**src/rtl/latch_bank_ctrl.sv**
```systemverilog
`default_nettype none
// ============================================================================
//  Module   : latch_bank_ctrl
//  Purpose  : Write sequencer and two-way round-robin arbiter for a bank of
//             external level-sensitive D latches. Each write drives a
//             setup / one-hot enable pulse / hold window with lat_d frozen
//             throughout, so the latches never see data move while open.
//  Ports    : clk, rst_n          - clock, async active-low reset
//             req[1:0]            - write request per requester (held to ack)
//             addr0/data0         - requester 0 entry address / write data
//             addr1/data1         - requester 1 entry address / write data
//             gnt[1:0]            - one-hot owner of the current write
//             ack[1:0]            - one-cycle completion pulse to the owner
//             lat_d[DW-1:0]       - data bus to every latch d input
//             lat_en[2**AW-1:0]   - one-hot latch enables
//             busy                - high whenever a write is in progress
//  Revision : 1.0 - initial release
// ============================================================================
module latch_bank_ctrl #(
    parameter int DW        = 8,
    parameter int AW        = 2,
    parameter int SETUP_CYC = 1,
    parameter int PULSE_CYC = 2,
    parameter int HOLD_CYC  = 1
) (
    input  logic                 clk,
    input  logic                 rst_n,
    input  logic [1:0]           req,
    input  logic [AW-1:0]        addr0,
    input  logic [DW-1:0]        data0,
    input  logic [AW-1:0]        addr1,
    input  logic [DW-1:0]        data1,
    output logic [1:0]           gnt,
    output logic [1:0]           ack,
    output logic [DW-1:0]        lat_d,
    output logic [(2**AW)-1:0]   lat_en,
    output logic                 busy
);

    localparam int c_ne      = 2**AW;
    localparam int c_max_sp  = (SETUP_CYC > PULSE_CYC) ? SETUP_CYC : PULSE_CYC;
    localparam int c_max_cyc = (c_max_sp > HOLD_CYC) ? c_max_sp : HOLD_CYC;
    localparam int c_cw      = (c_max_cyc < 2) ? 1 : $clog2(c_max_cyc + 1);

    localparam logic [c_cw-1:0] c_one       = c_cw'(1);
    localparam logic [c_cw-1:0] c_cnt_setup = c_cw'(SETUP_CYC);
    localparam logic [c_cw-1:0] c_cnt_pulse = c_cw'(PULSE_CYC);
    localparam logic [c_cw-1:0] c_cnt_hold  = c_cw'(HOLD_CYC);
    localparam logic [c_ne-1:0] c_en_lsb    = c_ne'(1);

    typedef enum logic [2:0] {
        IDLE  = 3'd0,
        SETUP = 3'd1,
        PULSE = 3'd2,
        HOLD  = 3'd3,
        ACK   = 3'd4
    } state_t;

    state_t            r_state, w_state;
    logic [c_cw-1:0]   r_cnt,   w_cnt;
    logic [1:0]        r_gnt,   w_gnt;
    logic [1:0]        r_ack,   w_ack;
    logic [DW-1:0]     r_lat_d, w_lat_d;
    logic [c_ne-1:0]   r_lat_en, w_lat_en;
    logic              r_busy,  w_busy;
    logic              r_last,  w_last;   // index of the last requester served
    logic [AW-1:0]     r_addr,  w_addr;   // captured entry address

    logic              w_win;             // index of the arbitration winner
    logic [c_ne-1:0]   w_dec;             // one-hot decode of the captured address

    // A lone request wins outright; on a tie the requester not served last wins.
    assign w_win = (req == 2'b11) ? ~r_last : req[1];
    assign w_dec = c_en_lsb << r_addr;

    // Next-state and next-output logic. Outputs are computed for the state
    // being entered and registered, so lat_en comes straight off flops and
    // cannot glitch or go multi-hot on state transitions.
    always_comb begin
        w_state  = r_state;
        w_cnt    = r_cnt;
        w_gnt    = r_gnt;
        w_ack    = 2'b00;
        w_lat_en = '0;
        w_lat_d  = r_lat_d;
        w_last   = r_last;
        w_addr   = r_addr;

        case (r_state)
            IDLE: begin
                if (|req) begin
                    w_state = SETUP;
                    w_cnt   = c_cnt_setup;
                    w_gnt   = w_win ? 2'b10 : 2'b01;
                    w_last  = w_win;
                    w_addr  = w_win ? addr1 : addr0;
                    w_lat_d = w_win ? data1 : data0;
                end
            end
            SETUP: begin
                if (r_cnt == c_one) begin
                    w_state  = PULSE;
                    w_cnt    = c_cnt_pulse;
                    w_lat_en = w_dec;
                end else begin
                    w_cnt = r_cnt - c_one;
                end
            end
            PULSE: begin
                if (r_cnt == c_one) begin
                    w_state = HOLD;
                    w_cnt   = c_cnt_hold;
                end else begin
                    w_cnt    = r_cnt - c_one;
                    w_lat_en = w_dec;
                end
            end
            HOLD: begin
                if (r_cnt == c_one) begin
                    w_state = ACK;
                    w_cnt   = '0;
                    w_ack   = r_gnt;
                end else begin
                    w_cnt = r_cnt - c_one;
                end
            end
            ACK: begin
                w_state = IDLE;
                w_gnt   = 2'b00;
            end
            default: begin
                w_state = IDLE;
                w_gnt   = 2'b00;
                w_cnt   = '0;
            end
        endcase

        w_busy = (w_state != IDLE);
    end

    // Reset drops lat_en at once; the open latch keeps the frozen write data.
    always_ff @(posedge clk or negedge rst_n) begin
        if (!rst_n) begin
            r_state  <= IDLE;
            r_cnt    <= '0;
            r_gnt    <= 2'b00;
            r_ack    <= 2'b00;
            r_lat_d  <= '0;
            r_lat_en <= '0;
            r_busy   <= 1'b0;
            r_last   <= 1'b1;
            r_addr   <= '0;
        end else begin
            r_state  <= w_state;
            r_cnt    <= w_cnt;
            r_gnt    <= w_gnt;
            r_ack    <= w_ack;
            r_lat_d  <= w_lat_d;
            r_lat_en <= w_lat_en;
            r_busy   <= w_busy;
            r_last   <= w_last;
            r_addr   <= w_addr;
        end
    end

    assign gnt    = r_gnt;
    assign ack    = r_ack;
    assign lat_d  = r_lat_d;
    assign lat_en = r_lat_en;
    assign busy   = r_busy;

endmodule
`default_nettype wire

```
**config.mk**
```make
export PLATFORM = sky130hd
export DESIGN_NAME = latch_bank_ctrl
export DESIGN_NICKNAME = d
export VERILOG_FILES = /design/src/rtl/latch_bank_ctrl.sv
export SDC_FILE = /design/constraint.sdc
export NUM_CORES = 1
export LEC_CHECK = 0
export CAP_MARGIN = 15
export CORE_MARGIN = 2
export CORE_UTILIZATION = 36
export DETAILED_ROUTE_END_ITERATION = 10
export DONT_BUFFER_PORTS = 1
export HOLD_SLACK_MARGIN = 0.08
export RECOVER_POWER = 25
export SETUP_SLACK_MARGIN = 0.02
export SYNTH_ARGS = -nofsm -noshare
export SYNTH_HDL_FRONTEND = slang
export SYNTH_SLANG_ARGS = --single-unit
```
**constraint.sdc**
```tcl
create_clock -name clk -period 3.05 [get_ports clk]
set_input_delay 0.61 -clock clk [delete_from_list [all_inputs] [get_ports clk]]
set_output_delay 0.61 -clock clk [all_outputs]
set_load 0.05 [all_outputs]
```
### Word-level counts from Yosys, hierarchy flattened

Index checks and enable logic that the tools add are counted.

* output and inout port bits: 17
* register bits: 25
* logic and storage cells: 49
* input port bits: 24

* mux-type cells: 21
* bitwise logic cells: 3
* shift operators: 1
* reduce and logical (&&, ||, !) cells: 7
* add/sub/neg operators: 1
* equal/unequal tests: 7

Operators with widths (count)
* $mux 2: 9
* $mux 3: 4
* $pmux 3 s4: 1
* $pmux 2 s5: 1
* $mux 4: 2
* $mux 8: 1
* $pmux 4 s2: 1
* $eq 3x2->1 const B: 2
* $reduce_and 2->1: 3
* $pmux 2 s2: 1
* $shl 1x2->4 const A: 1
* $eq 3x1->1 const B: 1
* $eq 3x3->1 const B: 1
* $logic_not 3->1: 1
* $not 1->1: 3
* $reduce_bool 3->1: 1
* $reduce_or 3->1: 1
* $eq 2x1->1 const B: 1
* $eq 2x2->1 const B: 1
* $ne 2x2->1 const B: 1
* $reduce_or 2->1: 1
* $sub 2x1->2 const B: 1
* $mux 1: 1

### Depth between registers and ports, before layout

Gate-level depths: netlist (run 1).

* word-level depth: 5
* depth in mapped cells: 5
* depth with buffers taken out: 5

### Worst setup path after synthesis (run 1)

OpenSTA, ideal clock, no wires.

* path type: input-to-reg
* from: input req[0]
* to: register r_lat_d[0], in the netlist lat_d[0]
* stages: 4
* library setup time: 0.126 ns
* path slack: 1.613 ns
* required time: 2.924 ns
* buffers on the path: 1
* arrival: 1.311 ns
* cells stage by stage: nand2_1 > and3_1 > buf_2 > a221o_1

* word-level cells in the longest chain between the ends: 3
* elaborated cells between the ends (all ways): 5
* those cells by class: eq/ne (1); mux (2); reduce/logical (2)

RTL lines
* from (decl): RTL line 28 `input logic [1:0] req,`
* $eq 2x2->1: RTL line 73 `assign w_win = (req == 2'b11) ? ~r_last : req[1];`
* $mux 1: RTL line 73
* $mux 8: RTL line 97 `w_lat_d = w_win ? data1 : data0;`
* to (signal assigned): RTL line 158 `r_lat_d <= w_lat_d;`
* to (decl): RTL line 63 `logic [DW-1:0] r_lat_d, w_lat_d;`

Several ways; a longest one is shown, not always the timed one.
A chain may end at the register's enable or synchronous reset.

==> metrics.yaml, run 1 <==
routing:
  wl_per_cell_microns: 16.3
  routed_via_density: 5.39
  antenna_left: 0
  routed_wl_microns: 2480
  drtPass1Iterations: 4
  drtIter0Drc: 30
  vias: 820
  drc: 0
global_route:
  grt_max_degree: 25
  grt_first_pass_wirelength_microns: 4310
  grt_antenna_before_repair: 0
  first_global_vias: 882
  gr-total-overflow: 0
  track_usage_pct: 14.0
sta:
  finalSetupViolCount: 0
  slew_headroom_pct: 44.7
  whs_ns: 0.118
  fin_tns_setup_ns: 0
  worst_pin_slew_ns: 0.824
  finalCritPeriodShare_pct: 54.6
  fmax_ghz: 0.601
  grt_setup_unrepaired: "false"
  finalHoldViolations: 0
  finalClockSkew_ns: 0.00781
  final_max_slew_viol_count: 0
  fin_crit_ns: 1.66
placed_design:
  gp_congestion: 0.803
  io_buffer_count: 0
  dpl.hpwl_microns: 1720
clock_tree:
  numCtsBuffers: 3
  cts_root_buffer: "clkbuf_4"
  cts_tree: "yes"
  clkTransAtPathRegs_ns: 0.13
  cts_setup_buffers: 0
  clockBufferDepth: 2
  insertion_delay_ns: 0.31
  cts.sinks: 25
  htree_levels: 1
finish:
  layout.nets: 134
  layout-drive-gt1-share_pct: 16.0
  num_antenna_cells: 0
  area_growth_pct: 3.37
synthesis:
  ys_ff_latch: 25
  synth_cells: 108
  yosysWarnings: 0
  syn_nets: 135
  syn_avg_cell_area_sq_um: 11.4
  ys_types: 32
  syn_area_sq_um: 1230
  synth_seq_area_share_pct: 51.1
run:
  drv_cap: 0
floorplanning:
  core_sq_um: 3310
  die_w_microns: 62.4
  fp-row-count: 21
  io_pins: 41
  initial_utilization_pct: 37.0
  die_area_sq_um: 3890
  die_h_microns: 62.4
power:
  p_seq_share_pct: 60.8
  vdd_drop_max_mv: 0.271
  internal_power_uw: 742
  combPwrFrac_pct: 29.9
  p_clk_share_pct: 9.4
  leakagePower_uw: 0.000529
  switchingPower_uw: 774
  power_density_nw_per_um2: 1200
  p_sw_share_pct: 51.0
worst_setup_path:
  path_buf_inv: 2
  path_cells: "dlygate4sd3_1, clkbuf_1"
  crit_path_start: "rst_n"
  required_ns: 3.45
  cp_max_fo: 13
  r2r-start: "r_state[2]"
  worstSetupEndpointType: "async pin"
  path_class: "primary input to async pin"
  path_delay_family: "buffers and inverters"
  worst_setup_path_start_kind: "primary input"
  cpPeakStageDelay_ns: 0.88
  worstPathArrival_ns: 2.06
  cpMaxStageDelayCell: "dlygate4sd3_1"
status:
  outcome: "finished clean"
hold_path:
  hold_class: "primary input to async pin"
synth_stat cells (all sizes together):
master   instances  area (sq um)
nand3b           3          22.5
and2b            1          7.51
nand2b           1          6.26
and2             2          12.5
or3              1          11.3
ha               3          37.5
dfrtp           24           601
a32o             1          10.0
o21ai            4          20.0
and3b            1          8.76
a21oi            3          15.0
a221o           10           100
inv              3          11.3
a31oi            1          6.26
a31o             1          8.76
a21bo            1          10.0
nor3b            5          37.5
o2bb2ai          1          8.76
a21o             1          7.51
nand2           13          48.8
dfstp            1          26.3
nor3            12           115
xor2             1          8.76
clkbuf           1          3.75
buf              7          52.5
nor2             4          15.0
o21a             1          7.51
and3             1          6.26
what timing repair did:
| action | in CTS | in global routing |
|---|---|---|
| gates resized for setup | 0 | 0 |
| hold endpoints to repair | 24 | 0 |
| hold buffers | 1 | 0 |
power groups by stage:
stage          Sequential [uW]  Clock (uW)  Combinational, uW
2_1_floorplan              858           0                463
3_3_place_gp               923           0                426
3_5_place_dp               927           0                450
4_1_cts                    920         154                458
5_1_grt                    943         162                513
6_report                   921         142                453
state kept, by name (all words and copies together) (netlist names):
signal,cells
lat_d,8
gnt,2
r_addr,2
lat_en,4
r_last,1
r_cnt,2
r_state,3
busy,1
ack,2
metrics by stage:
| step | cells | cell area, sq um | power (uW) | setup WS [ns] | util, % |
|---|---|---|---|---|---|
| after global placement | 146 | 1230 | 1350 | 1.51 | 37.1 |
| after CTS | 151 | 1260 | 1530 | 1.40 | 38.2 |
| after floorplan | 108 | 1230 | 1320 | 1.61 | - |
| final | 152 | 1270 | 1520 | 1.39 | 38.3 |
| after detailed placement | 146 | 1230 | 1380 | 1.46 | 37.1 |
| after global routing | 152 | 1270 | 1620 | 1.11 | 38.3 |
cell usage in the layout, fill, tap and decap left out, drive strengths merged:
master       count
dfrtp           24
nand2           13
nor3            12
a221o           10
nor3b            5
clkbuf           5
nor2             4
o21ai            4
inv              3
nand3b           3
a21oi            3
ha               3
and2             2
and3b            1
nand2b           1
a31oi            1
xor2             1
and2b            1
a21bo            1
and3             1
or3              1
o21a             1
o2bb2ai          1
a31o             1
a21o             1
a32o             1
dlygate4sd3      1
dfstp            1
cell families (layout without fill, tap and decap cells):
kind of cell	count (synthesis)	after routing	synth area share, %
xor+xnor	1	1	0.714
buf+inv	11	9	5.51
simple gates	44	44	23.8
fa+ha+maj	3	3	3.06
compound gates	24	24	15.8
flops	25	25	51.1
per-layer routing:
layer	up-vias	track usage, %	part of all wire [%]
met1	410	17.6	44
met3	2	2.36	4.2
met5	-	0	0
met4	0	7.22	0.85
li1	388	-	-
met2	20	23.4	51
layout make-up:
cell class	count	area (sq um)
Clock buffer	4	26.3
Fill cell	340	2040
Inverter	3	11.3
Multi-Input combinational cell	72	532
Sequential cell	25	627
Tap cell	46	57.6
Timing Repair Buffer	2	13.8
worst paths after layout:
check	endpoint	slack, ns	cells past startpoint
max in group clk	lat_d[6]	1.45	0
setup / recovery	r_cnt[1]	1.39	2
hold / removal	r_last	0.12	0
setup reg to reg	lat_d[7]	1.50	3
min in group clk	lat_d[0]	0.43	1
hold reg to reg	lat_en[2]	0.53	1
(Power assumes the default switching activity.)
==> run 2, diff against run 1 <==
==> constraint.sdc (replaced) <==
create_clock -name clk -period 1.5 [get_ports clk]
set_input_delay 0.3 -clock clk [delete_from_list [all_inputs] [get_ports clk]]
set_output_delay 0.3 -clock clk [all_outputs]
set_load 0.05 [all_outputs]
==> run 2 against run 1 <==
Compared with the run above: setup slack got worse by 1.3 ns; hold slack got worse by 0.0032 ns; largest cell class unchanged; non-clock buffer count rose by 6; critical path type is now register to register; count of clock-buffer cells in the layout decreased by 1; global-route usage decreased by 0.061 points; largest power group unchanged; first-iteration DRC count up 53%; sequential power increased by 85%; wire length grew 1.9%.
==> metrics.yaml, run 2 (synthesis results as in run 1) <==
routing:
  drc: 0
  routed_wl_microns: 2530
  wl_per_cell_microns: 16.0
  vias: 855
  drtIter0Drc: 46
  drtPass1Iterations: 4
  routed_via_density: 5.41
  antenna_left: 0
placed_design:
  io_buffer_count: 0
  preCtsSetupSlack_ns: 0.0399
  gp_congestion: 0.809
  dpl.hpwl_microns: 1810
  placed_area_sq_um: 1260
clock_tree:
  clockBufferDepth: 2
  clkTransAtPathRegs_ns: 0.13
  htree_levels: 1
  numCtsBuffers: 3
  insertion_delay_ns: 0.32
  cts_root_buffer: "clkbuf_4"
  cts_tree: "yes"
  cts.sinks: 25
worst_setup_path:
  cp_max_fo: 12
  path_class: "register to register"
  required_ns: 1.72
  worstPathArrival_ns: 1.60
  worst_setup_path_start_kind: "register"
  worstSetupEndpointType: "register"
sta:
  setup_ws_ns: 0.115
  grt_setup_unrepaired: "true"
  final_max_slew_viol_count: 0
  fin_crit_ns: 1.39
  finalClockSkew_ns: 0.00658
  worst_pin_slew_ns: 0.513
  fin_tns_setup_ns: 0
  finalHoldViolations: 0
  slew_headroom_pct: 65.8
  finalCritPeriodShare_pct: 92.3
  fmax_ghz: 0.722
  finalSetupViolCount: 0
finish:
  fillers: 343
  num_antenna_cells: 0
  largest_reg_flops: 8
  layout.nets: 140
  layout-drive-gt1-share_pct: 28.6
  stdcell_area_sq_um: 1340
  fin_util_pct: 40.3
  area_growth_pct: 8.88
  layout_common_cells: "23 x dfrtp_1, 13 x nand2_1, 11 x nor3_2, 10 x a221o_1, 6 x buf_4"
  final_common_cell: "dfrtp_1"
power:
  power_density_nw_per_um2: 2430
  vdd_drop_max_mv: 0.768
  p_total_uw: 3250
  leakagePower_uw: 0.000566
floorplanning:
  die_h_microns: 62.4
  fp-row-count: 21
  die_area_sq_um: 3890
  die_w_microns: 62.4
  initial_utilization_pct: 37.0
  core_sq_um: 3310
  io_pins: 41
global_route:
  grt_antenna_before_repair: 0
  grt_first_pass_wirelength_microns: 4370
  first_global_vias: 901
  track_usage_pct: 14.0
  grt_max_degree: 26
  gr-total-overflow: 0
run:
  drv_cap: 0
hold_path:
  hold_class: "primary input to register"
status:
  outcome: "finished clean"
run 2: final timing paths:
path                            startpoint         end  slack, ns  depth (start not counted)
min in group asynchronous            rst_n      ack[1]       0.25                          1
max in group asynchronous            rst_n  r_state[1]       0.49                          2
worst min register to register   r_addr[0]   lat_en[2]       0.52                          1
worst max register to register      r_last    lat_d[2]       0.11                          3
worst max-delay path                r_last    lat_d[2]       0.11                          3
worst min-delay path              addr1[0]   r_addr[0]       0.12                          1
run 2: worst max-delay path: stages (launching register included):
cell	delay, ns
dfstp_2	0.56
nand2_1	0.05
and3_2	0.30
a221o_1	0.38
run 2: what timing repair did:
action	CTS	global route
setup endpoints to repair	0	16
resized for setup	0	7
buffers inserted	0	1
hold endpoints to repair	25	0
hold buffers	1	0
run 2: cell type report:
class / instances / area, sq um / area share (%)
Sequential cell: 25 / 628 / 47.0
Multi-Input combinational cell: 72 / 551 / 41.2
Timing Repair Buffer: 8 / 60.1 / 4.50
Tap cell: 46 / 57.6 / 4.31
Clock buffer: 3 / 22.5 / 1.69
Inverter: 3 / 11.3 / 0.843
Clock inverter: 1 / 5.00 / 0.375
run 2: per-layer routing:
layer	part of all wire, %	wire, microns	vias up	GRT usage [%]
met5	0	0	-	0
met4	2.1	52	0	7.78
met3	3.3	83	6	2.90
met2	52	1300	26	22.6
met1	43	1090	422	17.5
li1	-	-	401	-
run 2: stage by stage:
step | hold slack (ns) | cells
floorplan | 0.00441 | 108
global placement | 0.00500 | 151
detailed placement | 0.00528 | 151
CTS | 0.112 | 156
global route | 0.0996 | 158
finish | 0.115 | 158
run 2: power by group:
group          total [uW]  internal, uW  switching (uW)
combinational        1260           557             698
clock                 296          99.8             196
sequential           1700           961             735
